$ cat src/rtl/stream_mux_arb.sv
// N-channel valid/ready stream mux: forced-select, fixed-priority or round-robin grant into one output register.
// Latency: 1 cycle from input handshake to out_valid; one word per cycle while out_ready is high.
// Backpressure: the output word holds and in_ready is all-0 while out_valid=1 and out_ready=0.
module stream_mux_arb #(
    parameter  int WIDTH = 16,
    parameter  int N     = 4,
    localparam int SELW  = $clog2(N)
) (
    input  logic               clk,
    input  logic               rst_n,
    input  logic [N*WIDTH-1:0] in_data,
    input  logic [N-1:0]       in_valid,
    output logic [N-1:0]       in_ready,
    input  logic [1:0]         mode,
    input  logic [SELW-1:0]    sel,
    output logic [WIDTH-1:0]   out_data,
    output logic               out_valid,
    output logic [SELW-1:0]    out_chan,
    input  logic               out_ready
);

    typedef enum logic {
        S_EMPTY = 1'b0,
        S_FULL  = 1'b1
    } state_t;

    state_t            r_state;
    state_t            w_state_nxt;
    logic [WIDTH-1:0]  r_data;
    logic [SELW-1:0]   r_chan;
    logic [SELW-1:0]   r_ptr;

    logic [N-1:0]      w_grant;
    logic [SELW-1:0]   w_idx;
    logic [WIDTH-1:0]  w_dat;
    logic              w_load_en;
    logic              w_xfer;

    // Grant is derived only from valids, mode, sel and the RR pointer, so
    // out_ready never feeds back into the arbitration itself.
    always_comb begin
        int j;
        w_grant = '0;
        w_idx   = '0;
        j       = 0;
        case (mode)
            2'b00: begin
                if (int'(sel) < N) begin
                    w_grant[sel] = in_valid[sel];
                    w_idx        = sel;
                end
            end
            2'b10: begin
                // Walk the search order backwards so the nearest valid after ptr wins.
                for (int k = N; k >= 1; k--) begin
                    j = (int'(r_ptr) + k) % N;
                    if (in_valid[j]) begin
                        w_grant    = '0;
                        w_grant[j] = 1'b1;
                        w_idx      = SELW'(j);
                    end
                end
            end
            default: begin
                for (int i = N - 1; i >= 0; i--) begin
                    if (in_valid[i]) begin
                        w_grant    = '0;
                        w_grant[i] = 1'b1;
                        w_idx      = SELW'(i);
                    end
                end
            end
        endcase
    end

    always_comb begin
        w_dat = '0;
        for (int i = 0; i < N; i++) begin
            if (w_grant[i]) begin
                w_dat = in_data[i*WIDTH +: WIDTH];
            end
        end
    end

    assign out_valid = (r_state == S_FULL);
    assign w_load_en = !out_valid || out_ready;
    assign in_ready  = rst_n ? (w_grant & {N{w_load_en}}) : '0;
    assign w_xfer    = |(in_valid & in_ready);

    always_ff @(posedge clk or negedge rst_n) begin
        if (!rst_n) begin
            r_state <= S_EMPTY;
        end else begin
            r_state <= w_state_nxt;
        end
    end

    always_comb begin
        w_state_nxt = r_state;
        case (r_state)
            S_EMPTY: begin
                if (w_xfer) begin
                    w_state_nxt = S_FULL;
                end
            end
            S_FULL: begin
                if (out_ready && !w_xfer) begin
                    w_state_nxt = S_EMPTY;
                end
            end
            default: w_state_nxt = S_EMPTY;
        endcase
    end

    // The pointer follows every transfer so a later switch to round-robin stays fair.
    always_ff @(posedge clk or negedge rst_n) begin
        if (!rst_n) begin
            r_data <= '0;
            r_chan <= '0;
            r_ptr  <= SELW'(N - 1);
        end else if (w_xfer) begin
            r_data <= w_dat;
            r_chan <= w_idx;
            r_ptr  <= w_idx;
        end
    end

    assign out_data = r_data;
    assign out_chan = r_chan;

endmodule

$ cat config.mk
export PLATFORM = sky130hd
export DESIGN_NAME = stream_mux_arb
export DESIGN_NICKNAME = d
export VERILOG_FILES = /design/src/rtl/stream_mux_arb.sv
export SDC_FILE = /design/constraint.sdc
export NUM_CORES = 1
export LEC_CHECK = 0
export ABC_AREA = 1
export CORE_MARGIN = 2
export CORE_UTILIZATION = 35
export CTS_CLUSTER_DIAMETER = 60
export DETAILED_ROUTE_END_ITERATION = 7
export PLACE_DENSITY = 0.67
export SETUP_SLACK_MARGIN = 0.15
export SLEW_MARGIN = 20
export SYNTH_ARGS = -nofsm -noshare
export SYNTH_HDL_FRONTEND = slang
export SYNTH_SLANG_ARGS = --single-unit
$ cat constraint.sdc
create_clock -name clk -period 2.9 [get_ports clk]
set_input_delay 0.58 -clock clk [delete_from_list [all_inputs] [get_ports clk]]
set_output_delay 0.58 -clock clk [all_outputs]
set_load 0.01 [all_outputs]
== After elaboration in Yosys (flattened, before gate mapping) ==
Index checks and enable logic that the tools add are counted.
Word-level totals
  output and inout port bits: 23
  register bits after elaboration: 21
  bits of input ports: 75
Operators by class
  muxes and demuxes: 50
  bitwise logic cells: 8
  eq/ne operators: 1
  order comparisons: 10
  reduce and logical (&&, ||, !) cells: 15
  add/subtract/negate cells: 4
Operators by type and width (number)
  2-to-1 mux 16 bit: 4
  2-to-1 mux 4 bit: 9
  less-than comparator 3 x 4 -> 1 bit, second input constant: 4
  2-to-1 mux 1 bit: 16
  2-to-1 mux 2 bit: 8
  AND 4 bit: 3
  >= comparator 3 x 1 -> 1 bit, second input constant: 4
  binary-select mux 1 bit (select 2 bit): 5
  demux 1 bit (select 2 bit): 5
  case mux 4 bit (2 select lines): 1
  OR reduction 2 bit: 4
  logical AND 1 bit: 6
  adder 2 x 1 -> 2 bit, second input constant: 2
  adder 2 bit, second input constant: 2
  AND 1 bit, first input constant: 4
  case mux 2 bit (2 select lines): 1
  OR reduction 4 bit: 1
  less-than comparator 2 x 3 -> 1 bit, second input constant: 1
  == test 2 bit, second input constant: 1
  >= comparator 2 x 1 -> 1 bit, second input constant: 1
  zero test 1 bit: 2
  zero test 2 bit: 1
  case mux 1 bit (2 select lines): 1
  logical OR 1 bit: 1
  NOT 1 bit: 1

== Longest topological paths before layout ==
  depth in word-level cells: 20
  mapped depth: 18
  gate-level depth less buffers: 17

== Least setup slack after synthesis ==
Ideal clock, no wire load.
  path type: register to output
  from: reg r_ptr[0]
  to: out in_ready[2]
  path buffers: 1
  stages on the path, launching flop included: 14
  slack: 217 ps
  data arrival time: 2103 ps
  data required time: 2320 ps
  path through: dfstp_2 inv_2 ha_1 inv_1 nand3_1 nand2_2 nor2_1 nand2_1 nand3_1 nand2_1 nand3_4 buf_2 nand2_1 inv_1
Between the ends
  word-level cells in the longest chain between the ends: 14
  elaborated cells on any way between the ends: 51
  those cells by class: add/sub: 4; order compare: 8; mux: 26; bitwise: 5; reduce/logical: 8
RTL lines
  start, declared: line 31  | logic [SELW-1:0] r_ptr;
  start signal, assigned: line 120  | r_ptr <= SELW'(N - 1);
  start signal, assigned: line 124  | r_ptr <= w_idx;
  adder 2 x 1 -> 2 bit: line 56  | j = (int'(r_ptr) + k) % N;
  OR reduction 2 bit (no line)
  AND 1 bit (no line)
  less-than comparator 3 x 4 -> 1 bit (not written as such) / >= comparator 3 x 1 -> 1 bit (equally long branches): line 59  | w_grant[j] = 1'b1;
  logical AND 1 bit (not written as such): line 59
  2-to-1 mux 1 bit (not written as such): line 59
  demux 1 bit (select 2 bit): line 59
  2-to-1 mux 4 bit (3 in a row): line 57  | if (in_valid[j]) begin
  2-to-1 mux 4 bit (*): line 57
  case mux 4 bit (2 select lines) (*): line 46  | case (mode)
  AND 4 bit (*): line 87  | assign in_ready = rst_n ? (w_grant & {N{w_load_en}}) : '0;
  2-to-1 mux 4 bit (*): line 87
  end, declared: line 13  | output logic [N-1:0] in_ready,
Mark *: on every way between the ends. The rest lies on a longest branch, timed or not. The select of a mux whose other input is x is not followed.

== Worst setup path after layout ==
  from: reg r_ptr[1]
  to: out in_ready[1]
The elaborated chain is that of the path after synthesis.

==> metrics.yaml <==
min_path:
  hold_end: "out_chan[1]"
  worstHoldPathCells: 2
  min_from: "out_chan[1]"
  hold_path.class: "flop to flop"
global_route:
  grtUsageTotal_pct: 20.94
  grt_pass1_vias: 2624
  antenna_found_initial: 0
  gr-total-overflow: 0
  grt_first_pass_wirelength_um: 12390
  grt_max_degree: 33
synth:
  yosysWarnings: 0
  syn_inst: 369
  syn_area_mm2: 0.002178
  yosysUniqueCellTypes: 26
  syn_avg_cell_area_um2: 5.903
  yosysSeqAreaShare_pct: 24.24
  syn-num-nets: 450
  ys_ff_latch: 21
route:
  first_pass_iters: 5
  vias_per_cell: 4.883
  vias: 2759
  initialDrtViolationCount: 132
  wire_per_inst_um: 12.91
  drt_wl_total_um: 7296
  route.detailed.drc: 0
  ant_nets: 0
die:
  die_area_mm2: 0.006871
  die_h_um: 82.89
  core_area_mm2: 0.005956
  num_io_pins: 98
  initial_core_util_pct: 36.58
  die_w_um: 82.89
  rows: 28
setup_path:
  r2r-end: "out_chan[0]"
  critPathBufInv: 5
  cpPeakStageDelay_ns: 0.54
  cp_cell_sequence: "inv_2 > ha_4 > inv_4 > buf_4 > nand2_4 > nand2_4 > buf_4 > a21oi_2 > nand3_1 > nand2_2 > a21oi_1 > clkbuf_2"
  cp.required_ns: 2.32
  timing.rr.start: "r_ptr[1]"
  worst-setup-path-type: "flop to output port"
  r2r_slack_ns: 0.37
  cpMaxStageDelayCell: "dfstp_2"
  endpoint_kind: "output port"
  crit_family: "flip-flops"
  worst-r2r-cell-count: 17
  start_kind: "flop"
  critPathArrivalTime_ns: 2.11
  cp_max_fo: 5
  startpoint: "r_ptr[1]"
final_layout:
  antennaDiodeCount: 0
  area_delta_synth_final_pct: 62.89
  final_layout_size_suffix_gt1_share_pct: 15.92
  final_area_mm2: 0.003548
  finalNetCount: 572
  fillerInstances: 592
timing:
  maxSlewViolCount: 0
  tns_ns: 0
  skew_ns: 0.003355
  hold_viol: 0
  fin_crit_sh_pct: 92.89
  relSlewSlack_pct: 75.74
  period_minus_slack_ns: 2.694
  worst_pin_slew_ns: 0.3625
  max_freq_mhz: 371.2
  rsz0062_at_grt: "yes"
  fin_ws_ns: 0.2063
  setup_viol: 0
clock_tree:
  cts-root-buf: "clkbuf_8"
  cts_tree: "done"
  cts_hold_buf: 0
  numCtsBuffers: 3
  cts.sinks: 21
  htree_levels: 1
  clockBufferDepth: 2
  clock_latency_ns: 0.26
  clk_pin_slew_ns: 0.08
place:
  pre_cts_ws_ns: -0.2395
  portBuffers: 97
  dpl.hpwl_um: 5651
  placed_cell_area_mm2: 0.003405
  gp_congestion: 0.8604
status:
  status: "finished, final reports clean"
job:
  drv_cap: 0
power:
  p_leak_uw: 0.001839
  ir_drop_mv: 0.5323
  power-per-cell-area_mw_per_mm2: 812.0
-- cells in the final DEF, fill, tap and decap left out --
cell type,synthesis,layout
nand2_1,138,133
clkdlybuf4s50_1,0,89
inv_1,40,38
buf_4,2,33
nand3_1,31,29
nor2_1,29,28
a21oi_1,23,20
nand4_1,19,19
dfrtp_1,19,19
o21ai_1,17,16
nand2_2,5,7
o21ai_0,7,7
ha_1,6,5
inv_2,4,4
inv_4,2,4
nand3_4,3,4
nand3_2,3,4
nand2_4,1,4
a21oi_2,0,3
clkbuf_8,0,3
buf_2,8,3
a41oi_1,2,2
dlygate4sd2_1,0,2
dlymetal6s2s_1,0,2
buf_12,0,2
dfstp_2,2,2
nor2_4,0,1
o21ai_2,0,1
a31oi_1,1,1
o211ai_1,1,1
o221ai_1,1,1
ha_4,0,1
clkinv_2,0,1
clkbuf_2,0,1
-- what timing repair did --
| item | in CTS | in global routing |
|---|---|---|
| setup endpoints to repair | 4 | 12 |
| buffers inserted | 2 | 2 |
| resized for setup | 26 | 15 |
| pin swaps | 4 | 8 |
-- kinds of logic (layout without fill, tap and decap cells) --
group                      count (synthesis)  after routing  synth area share (%)
and+or+nand+nor                          229            229                 47.10
buffers and inverters                     61            182                 12.58
AOI/OAI and AO/OA                         52             52                 12.64
DFF                                       21             21                 24.24
adders and majority gates                  6              6                 3.446
-- registers in the layout, summed over array words and instances, names as in the netlist --
signal	count
out_chan	2
out_valid	1
out_data	16
r_ptr	2
-- where the power goes --
group	internal (uW)	switching (uW)
Combinational	982	1200
Clock	95.6	95.0
Sequential	428	81.2
-- worst min-delay path, stage by stage (launching register included) --
cell     delay, ns
dfrtp_1       0.38
inv_1         0.05
o21ai_1       0.06
-- worst max-delay path by stage --
stage,endpoint,slack (ns),depth (start not counted)
after global routing,in_ready[1],0.13,12
after detailed placement,in_ready[3],-0.24,12
after global placement,in_ready[3],-0.23,12
final,in_ready[1],0.21,12
after CTS,in_ready[1],0.13,12
after floorplan,in_ready[2],0.22,13
-- cell type report --
type	count	area, um^2	area share (%)
Clock buffer	3	41.29	1.164
Tap cell	75	93.84	2.645
Sequential cell	21	528.0	14.88
Multi-Input combinational cell	287	1456	41.04
Timing Repair Buffer	132	1241	34.98
Inverter	46	182.7	5.148
Clock inverter	1	5.005	0.1410
-- synthesized netlist by cell type, drive strengths merged --
master / instances / area share (%)
a21oi: 23 / 5.3
a31oi: 1 / 0.29
a41oi: 2 / 0.80
buf: 14 / 4.3
clkbuf: 1 / 0.17
dfrtp: 19 / 22
dfstp: 2 / 2.4
ha: 6 / 3.4
inv: 46 / 8.2
nand2: 144 / 26
nand3: 37 / 11
nand4: 19 / 5.5
nor2: 29 / 5.0
o211ai: 1 / 0.34
o21ai: 24 / 5.5
o221ai: 1 / 0.40
-- metal layers --
metal / up-vias / part of all wire (%) / track usage [%]
met4: 0 / 0.78 / 5.067
met5: - / 0 / 0
li1: 1426 / - / -
met3: 7 / 4.1 / 1.789
met1: 1241 / 46 / 28.39
met2: 85 / 49 / 36.00
-- metrics by stage --
step                cells  hold WS (ns)  power, uW  utilization [%]
floorplan             369        0.2844       1653                -
global placement      557        0.5088       2442            57.16
detailed placement    557        0.5168       2440            57.16
CTS                   563        0.5299       2762            58.87
global route          565        0.5640       3151            59.58
finish                565        0.5234       2881            59.58
(Power assumes the default switching activity.)
